## config.mk

```make
export PLATFORM = sky130hd
export DESIGN_NAME = alu_control_seq
export DESIGN_NICKNAME = d
export VERILOG_FILES = /design/src/rtl/alu_control_seq.sv
export SDC_FILE = /design/constraint.sdc
export NUM_CORES = 1
export LEC_CHECK = 0
export CAP_MARGIN = 10
export CORE_ASPECT_RATIO = 1.25
export CORE_UTILIZATION = 54
export CTS_BUF_LIST = sky130_fd_sc_hd__clkbuf_4
export DETAILED_ROUTE_END_ITERATION = 16
export PLACE_DENSITY = 0.84
export RECOVER_POWER = 25
export SYNTH_ARGS = -nofsm -noshare
export SYNTH_HDL_FRONTEND = slang
export SYNTH_SLANG_ARGS = --single-unit
```

## constraint.sdc

```tcl
create_clock -name clk -period 3.1 [get_ports clk]
set_input_delay 0.775 -clock clk [delete_from_list [all_inputs] [get_ports clk]]
set_output_delay 0.775 -clock clk [all_outputs]
set_load 0.02 [all_outputs]
```

## src/rtl/alu_control_seq.sv

```systemverilog
// alu_control_seq: registered ALU operation decoder with a HI/LO
// multiply/divide occupancy sequencer. Dependent HI/LO reads and new
// mult/div instructions are stalled while a MULT/DIV is in flight.
module alu_control_seq #(
  parameter int unsigned MULT_CYCLES = 4,
  parameter int unsigned DIV_CYCLES  = 32,
  parameter int unsigned CNT_WIDTH   = 6
) (
  input  logic       clk,
  input  logic       reset,
  input  logic       valid_i,
  input  logic [2:0] ALUOp,
  input  logic [5:0] ALUFunction,
  output logic [3:0] ALUOperation,
  output logic       md_start,
  output logic       md_op,
  output logic       hilo_busy,
  output logic       stall_o
);

  // ALU operation codes
  localparam logic [3:0] OP_AND     = 4'd0;
  localparam logic [3:0] OP_OR      = 4'd1;
  localparam logic [3:0] OP_NOR     = 4'd2;
  localparam logic [3:0] OP_ADD     = 4'd3;
  localparam logic [3:0] OP_SUB     = 4'd4;
  localparam logic [3:0] OP_LUI     = 4'd5;
  localparam logic [3:0] OP_SLL     = 4'd6;
  localparam logic [3:0] OP_SRL     = 4'd7;
  localparam logic [3:0] OP_SLT     = 4'd8;
  localparam logic [3:0] OP_INVALID = 4'd9;
  localparam logic [3:0] OP_MFHI    = 4'd10;
  localparam logic [3:0] OP_MFLO    = 4'd11;
  localparam logic [3:0] OP_MULT    = 4'd12;
  localparam logic [3:0] OP_DIV     = 4'd13;
  localparam logic [3:0] OP_NOP     = 4'd15;

  // Sequencer states
  localparam logic [1:0] S_IDLE     = 2'd0;
  localparam logic [1:0] S_MUL_BUSY = 2'd1;
  localparam logic [1:0] S_DIV_BUSY = 2'd2;

  localparam logic [CNT_WIDTH-1:0] MULT_LOAD = CNT_WIDTH'(MULT_CYCLES - 1);
  localparam logic [CNT_WIDTH-1:0] DIV_LOAD  = CNT_WIDTH'(DIV_CYCLES - 1);

  logic [1:0]           state;
  logic [CNT_WIDTH-1:0] cnt;
  logic [3:0]           dec_op;
  logic                 is_hilo_op;
  logic                 accept;

  // Decode ALUOp / funct into an ALU operation code
  always_comb begin
    dec_op = OP_INVALID;
    case (ALUOp)
      3'b000: dec_op = OP_ADD;
      3'b001: dec_op = OP_SUB;
      3'b010: dec_op = OP_AND;
      3'b011: dec_op = OP_SLT;
      3'b100: dec_op = OP_ADD;
      3'b101: dec_op = OP_OR;
      3'b110: dec_op = OP_LUI;
      3'b111: begin
        case (ALUFunction)
          6'b100100: dec_op = OP_AND;
          6'b100101: dec_op = OP_OR;
          6'b100111: dec_op = OP_NOR;
          6'b100000: dec_op = OP_ADD;
          6'b100010: dec_op = OP_SUB;
          6'b101010: dec_op = OP_SLT;
          6'b000000: dec_op = OP_SLL;
          6'b000010: dec_op = OP_SRL;
          6'b011000: dec_op = OP_MULT;
          6'b011010: dec_op = OP_DIV;
          6'b010000: dec_op = OP_MFHI;
          6'b010010: dec_op = OP_MFLO;
          default:   dec_op = OP_INVALID;
        endcase
      end
      default: dec_op = OP_INVALID;
    endcase
  end

  // Stall HI/LO consumers and new mult/div while the unit is occupied
  always_comb begin
    hilo_busy  = (state != S_IDLE);
    is_hilo_op = (dec_op == OP_MULT) || (dec_op == OP_DIV) ||
                 (dec_op == OP_MFHI) || (dec_op == OP_MFLO);
    stall_o    = valid_i & hilo_busy & is_hilo_op;
    accept     = valid_i & ~stall_o;
  end

  // Register the decoded op (bubble when not accepted) and run the sequencer
  always_ff @(posedge clk or posedge reset) begin
    if (reset) begin
      state        <= S_IDLE;
      cnt          <= '0;
      ALUOperation <= OP_NOP;
      md_start     <= 1'b0;
      md_op        <= 1'b0;
    end else begin
      ALUOperation <= accept ? dec_op : OP_NOP;
      md_start     <= 1'b0;
      case (state)
        S_IDLE: begin
          if (accept && dec_op == OP_MULT) begin
            state    <= S_MUL_BUSY;
            cnt      <= MULT_LOAD;
            md_start <= 1'b1;
            md_op    <= 1'b0;
          end else if (accept && dec_op == OP_DIV) begin
            state    <= S_DIV_BUSY;
            cnt      <= DIV_LOAD;
            md_start <= 1'b1;
            md_op    <= 1'b1;
          end
        end
        S_MUL_BUSY, S_DIV_BUSY: begin
          if (cnt == '0) begin
            state <= S_IDLE;
          end else begin
            cnt <= cnt - 1'b1;
          end
        end
        default: begin
          state <= S_IDLE;
          cnt   <= '0;
        end
      endcase
    end
  end

endmodule

```

==> metrics, run 1 <==
Switching Share between 30% and 40%; WHS 0.5181 ns; Synth cell types between 40 and 50; sum of negative setup slack 0 ns; Clock power frac 18.6%; vias in the first global route 1085; Max Cap Violations 0; Final Util between 80% and 90%; post-synth design cell area 0.001105 sq mm; share of flip-flops with an asynchronous set or reset 100.0%; initial antenna violation count 0; Die ar. about 0.0022 sq mm; CTS buffer count 3; DRT Pass-1 Iters 4; Primary FF master, synth dfrtp_1; grt met3 use 2.414%; cell row count 17; GR Util met2 about half; die width about 42 um; GR peak layer met2; GRT Residual Overflow 0; Hold Path Class register to register; Worst Skew between 0.004 and 0.005 ns; post-synthesis sequential area ratio 32.16%; IO Port Bufs 19; GR met1 Demand/Resource 30.45%; Root Buffer clkbuf_4; Setup crit end kind primary output; number of synthesized flops with an enable pin 0; Yosys reg bits 14; Synth Net Count 142; min cycle time layout ~3 ns; cts hold-fix bufs 0; number of vias per cell roughly 6.2; Slew Limit Fails 0; gpl congestion 0.8719; initial core utilization roughly 60%; P&R area growth vs syn 34.31%; final hold vios 0; Final ANT Viol Nets 0; WP data arrival ~2.2 ns; Sw Pwr about 0.25 mW; clk_lat worst skew 0.29 ns; Vias approximately 1100; YS warnings 0; fraction of layout cells with a size suffix above 1 between 20 and 30%; FMAX between 300 and 400 MHz; Max VDD drop approximately 270 uV; Slew HR roughly 64%; crit path from ALUFunction[0]; Int Pwr roughly 0.41 mW; Total GRT Usage approximately 29%; static leakage ~0.63 nW; clock sinks 14; Bufs on Longest Clock Path 2; initial DRC count 24; H-tree depth 1; critical path class primary input to primary output; setup violators final 0; core box area between 0.0015 and 0.002 sq mm; nets approximately 180; worst reg2reg startpoint state[0]; CTS tree done; largest net degree at the start of global routing 15; clock transition at the registers of the reported paths 0.09 ns; CP Launch Type primary input; Sequential Power Share between 30 and 40%; wire length per cell between 15 and 20 um; diode count 0; syn_area_per_cell 8.699 sq um; I/O Pins 20; Routed WL 3093 um; Pwr Density roughly 450 mW/mm^2; Worst-Margin Slew approximately 0.54 ns; crit share post-route between 90% and 100%; Comb power frac between 40% and 50%; status completed; first-pass GRT wire length about 4700 um; CP Max Fanout 7; Detailed Place HPWL around 2100 um; hold path start cnt[5]; DRC violations left 0; WP data required around 2.3 ns; die height ~53 um; Syn Inst Count ~130
[Yosys cell counts (all sizes together) (2+ instances only)]
| master | instances | area, sq um |
|---|---|---|
| a211oi | 3 | 22.52 |
| a21boi | 2 | 15.01 |
| a21oi | 2 | 10.01 |
| a22oi | 2 | 15.01 |
| a31oi | 5 | 31.28 |
| a32o | 2 | 20.02 |
| buf | 5 | 40.04 |
| dfrtp | 10 | 250.2 |
| dfstp | 4 | 105.1 |
| ha | 3 | 37.54 |
| inv | 8 | 30.03 |
| mux2i | 2 | 20.02 |
| nand2 | 11 | 41.29 |
| nand2b | 3 | 18.77 |
| nand3 | 6 | 30.03 |
| nand3b | 2 | 15.01 |
| nand4 | 2 | 12.51 |
| nor2 | 11 | 43.80 |
| nor2b | 6 | 37.54 |
| nor3 | 7 | 45.04 |
| nor4 | 2 | 12.51 |
| nor4b | 2 | 17.52 |
| o21ai | 5 | 28.77 |
| o21bai | 2 | 15.01 |
| o2bb2ai | 2 | 17.52 |
| o31ai | 2 | 15.01 |
| or3 | 3 | 21.27 |
[layout by cell type (no fill, tap or decap), drive strengths merged, types with 2 or more instances in the layout]
cell / count
mux2i: 2
nor3: 7
clkbuf: 4
nand4: 2
a21oi: 2
inv: 8
nand2b: 3
a21boi: 2
a32o: 2
ha: 3
nor4b: 2
dfrtp: 10
a22oi: 2
buf: 23
nor2b: 6
nand3: 6
clkdlybuf4s50: 12
dfstp: 4
nor2: 11
a211oi: 3
nand2: 11
or3: 3
o21bai: 2
o21ai: 5
nor4: 2
o31ai: 2
a31oi: 5
o2bb2ai: 2
dlygate4sd2: 4
nand3b: 2
[power groups by stage]
stage	Combinational, mW	Sequential, mW	Clock [mW]
2_1_floorplan	0.183	0.256	0
3_3_place_gp	0.249	0.259	0
3_5_place_dp	0.258	0.261	0
4_1_cts	0.269	0.257	0.122
5_1_grt	0.310	0.265	0.127
6_report	0.283	0.260	0.124
[worst paths after layout]
check | end | slack, ns | cells past startpoint
setup / recovery | stall_o | 0.1 | 7
min in group asynchronous | state[0] | 0.96 | 2
hold reg to reg | cnt[5] | 0.52 | 1
hold / removal | cnt[5] | 0.52 | 1
max in group asynchronous | ALUOperation[3] | 1.77 | 2
setup reg to reg | cnt[4] | 1.08 | 7
[kinds of logic (layout without fill, tap and decap cells)]
kind of cell | count (synthesis) | count (layout) | synth area share, %
muxes | 3 | 3 | 3.171
buffers and inverters | 14 | 53 | 6.682
and+or+nand+nor | 62 | 62 | 31.71
DFF | 14 | 14 | 32.16
adders and majority gates | 3 | 3 | 3.398
AOI/OAI and AO/OA | 31 | 31 | 22.88
[cell type report]
cell class | count | area, sq um
Fill cell | 119 | 366.6
Multi-Input combinational cell | 99 | 694.4
Timing Repair Buffer | 41 | 350.3
Clock buffer | 4 | 30.03
Sequential cell | 14 | 355.3
Tap cell | 19 | 23.77
Inverter | 8 | 30.03
[registers in the layout, summed over array words and instances, names as in the netlist]
signal	count
state	2
md_start	1
cnt	6
md_op	1
ALUOperation	4
[layer usage]
metal	share of wire, %	wire length [um]
met2	52	1599
met5	0	0
met1	41	1255
met4	4.8	150
met3	2.8	87
[through the flow]
stage | area [sq um] | total power, mW | std cells | setup WS (ns)
finish | 1484 | 0.6664 | 185 | 0.09969
global route | 1484 | 0.7018 | 185 | -0.001211
CTS | 1445 | 0.6486 | 182 | 0.01346
detailed placement | 1365 | 0.5189 | 171 | -0.6391
global placement | 1365 | 0.5082 | 171 | -0.5261
floorplan | 1105 | 0.4391 | 127 | 0.2849
[critical path: stages]
cell and delay, ns:
dlygate4sd2_1 0.29, or2_2 0.35, o21ai_1 0.22, o21bai_2 0.10
nor3_2 0.18, and2_1 0.15, buf_4 0.14
[what timing repair did]
| action | CTS | global route |
|---|---|---|
| setup endpoints to repair | 1 | 1 |
| gates resized for setup | 10 | 4 |
| pin swaps | 3 | 3 |
| buffers inserted | 7 | 3 |
No activity file was read; power rests on OpenSTA's default activity.
==> run 2: changes to the inputs <==
--- a/config.mk
+++ b/config.mk
@@ -12,6 +12,7 @@
 export DETAILED_ROUTE_END_ITERATION = 16
 export PLACE_DENSITY = 0.84
 export RECOVER_POWER = 25
+export REMOVE_ABC_BUFFERS = 1
 export SYNTH_ARGS = -nofsm -noshare
 export SYNTH_HDL_FRONTEND = slang
 export SYNTH_SLANG_ARGS = --single-unit
==> metrics, run 2 (same netlist as run 1, synthesis figures left out) <==
min cycle time layout 2.987 ns (was 3.000 ns); die height 52.57 um (unchanged); Routed WL 2862 um (was 3093 um); DRC violations left 0 (unchanged); first-pass GRT wire length 4836 um (was 4678 um); post-route cell area 0.001430 sq mm (was 0.001484 sq mm); WP data arrival 2.21 ns (was 2.23 ns); worst reg2reg startpoint state[0] (unchanged); fraction of layout cells with a size suffix above 1 23.13% (was 27.71%); final hold vios 0 (unchanged); initial core utilization 59.70% (unchanged); Final Instance Count excl. Fillers 179 (was 185); diode count 0 (unchanged); P&R area growth vs syn 29.44% (was 34.31%); nets 176 (was 182); Worst Skew 0.007219 ns (was 0.004048 ns); Biggest register cnt (unchanged); static leakage 0.6007 nW (was 0.6298 nW); largest net degree at the start of global routing 15 (unchanged); WP data required 2.32 ns (about the same); critical path class primary input to primary output (unchanged); Vias 1139 (was 1145); Final Util 77.28% (was 80.19%); Largest regs cnt x6, ALUOperation x4, state x2 (unchanged); setup violators final 0 (unchanged); final setup margin 0.1135 ns (was 0.09969 ns); Pwr Density 445.1 mW/mm^2 (was 449.1 mW/mm^2); hold path start md_op (was cnt[5]); max FFs per register 6 (unchanged); CP Launch Type primary input (unchanged); crit share post-route 96.34% (was 96.78%); GRT Residual Overflow 0 (unchanged); Die ar. 0.002232 sq mm (unchanged); Final ANT Viol Nets 0 (unchanged); Detailed Place HPWL 2265 um (was 2127 um); Max Cap Violations 0 (unchanged); core box area 0.001851 sq mm (unchanged); Bufs on Longest Clock Path 2 (unchanged); clk_lat worst skew 0.29 ns (about the same); CP Max Fanout 6 (was 7); status completed (unchanged); clock sinks 14 (unchanged); H-tree depth 1 (unchanged); Reg2Reg Depth 7 (unchanged); Setup crit end kind primary output (unchanged); initial antenna violation count 0 (unchanged); initial DRC count 49 (was 24); Total GRT Usage 28.96% (was 28.61%); FMAX 334.8 MHz (was 333.3 MHz); number of vias per cell 6.363 (was 6.189); die width 42.46 um (unchanged); IO Port Bufs 19 (unchanged); placed cell areas 0.001380 sq mm (was 0.001365 sq mm); CTS tree done (unchanged); I/O Pins 20 (unchanged); gpl congestion 0.8942 (was 0.8719); reg2reg setup slack 1.12 ns (was 1.08 ns); Place WS -0.5846 ns (was -0.6391 ns); clock transition at the registers of the reported paths 0.08 ns (was 0.09 ns); Root Buffer clkbuf_4 (unchanged); Reg-to-Reg End cnt[4] (unchanged); Hold Path Class register to register (unchanged); commonest non-fill, non-tap cell in the layout buf_4 (unchanged); wire length per cell 15.99 um (was 16.72 um); Worst-Margin Slew 0.5361 ns (was 0.5393 ns); cell row count 17 (unchanged); commonest cells after routing, fill and taps aside 16 x buf_4, 12 x clkdlybuf4s50_1, 11 x nand2_1 (was 23 x buf_4, 12 x clkdlybuf4s50_1, 11 x nand2_1); Slew HR 64.22% (was 64.01%); WHS Path Cells 1 (unchanged); Hold Path Sink md_op (was cnt[5]); CTS buffer count 3 (unchanged); DRT Pass-1 Iters 5 (was 4); DP Cell Count 173 (was 171); vias in the first global route 1153 (was 1085); Slew Limit Fails 0 (unchanged); Max VDD drop 257.2 uV (was 269.7 uV)
## run 2: cell types whose count changed in the layout (fill, tap and decap cells not counted)
cell	previous run	this run
buf_6	0	1
o21bai_1	1	2
a211oi_1	1	2
clkinv_1	0	1
clkbuf_4	4	3
a211oi_2	2	1
buf_4	23	16
o21bai_2	1	0
## run 2: cell type report
type / count / area [sq um]
Tap cell: 19 / 23.77
Clock inverter: 1 / 3.754
Inverter: 8 / 30.03
Clock buffer: 3 / 22.52
Timing Repair Buffer: 35 / 309.0
Fill cell: 140 / 420.4
Multi-Input combinational cell: 99 / 685.7
Sequential cell: 14 / 355.3
## run 2: metrics by stage
stage | power, mW | hold WS [ns] | setup TNS, ns
2_1_floorplan | 0.4275 | 0.4510 | 0
3_3_place_gp | 0.5084 | 0.4691 | -0.4929
3_5_place_dp | 0.5258 | 0.5082 | -0.5846
4_1_cts | 0.6336 | 0.5248 | 0
5_1_grt | 0.6782 | 0.5375 | -0.004047
6_report | 0.6366 | 0.5274 | 0
## run 2: how the worst max path moves through the flow
stage,slack [ns],start,cells after the start,end
4_1_cts,0.02,ALUFunction[1],7,stall_o
2_1_floorplan,0.46,ALUFunction[0],5,stall_o
6_report,0.11,ALUFunction[0],7,stall_o
3_3_place_gp,-0.49,ALUFunction[0],7,stall_o
3_5_place_dp,-0.58,ALUFunction[0],7,stall_o
5_1_grt,-0.004,ALUFunction[0],7,stall_o
## run 2: worst max-delay path, stage by stage
cell and delay, ns:
dlygate4sd2_1 0.28, or2_2 0.33, o21ai_1 0.17, o21bai_1 0.12, nor3_2 0.22, and2_1 0.17, buf_6 0.12
## run 2: metal layers
layer	track usage, %	up-vias	wire length (um)
li1	-	539	-
met1	27.59	516	1025
met3	2.759	26	141
met2	58.97	58	1555
met5	0	-	0
met4	16.15	0	140
## run 2: report_power, final
part | switching, mW | internal (mW) | leakage (nW)
sequential | 0.0403 | 0.219 | 0.177
combinational | 0.144 | 0.124 | 0.409
clock | 0.0625 | 0.0468 | 0.0154
## run 2: timing repair
item,4_1_cts,5_1_grt
gates resized for setup,11,2
hold endpoints to repair,0,0
cloned,0,0
endpoints found under the setup margin,1,1
pin swaps,3,1
buffers inserted,1,1
hold buffers,0,0
==> run 3: changes to the inputs <==
--- a/config.mk
+++ b/config.mk
@@ -5,7 +5,7 @@
 export SDC_FILE = /design/constraint.sdc
 export NUM_CORES = 1
 export LEC_CHECK = 0
-export CAP_MARGIN = 10
+export CAP_MARGIN = 5
 export CORE_ASPECT_RATIO = 1.25
 export CORE_UTILIZATION = 54
 export CTS_BUF_LIST = sky130_fd_sc_hd__clkbuf_4
==> results of run 3 <==
The final DEF is identical to that of run 2; final timing and power are the same.
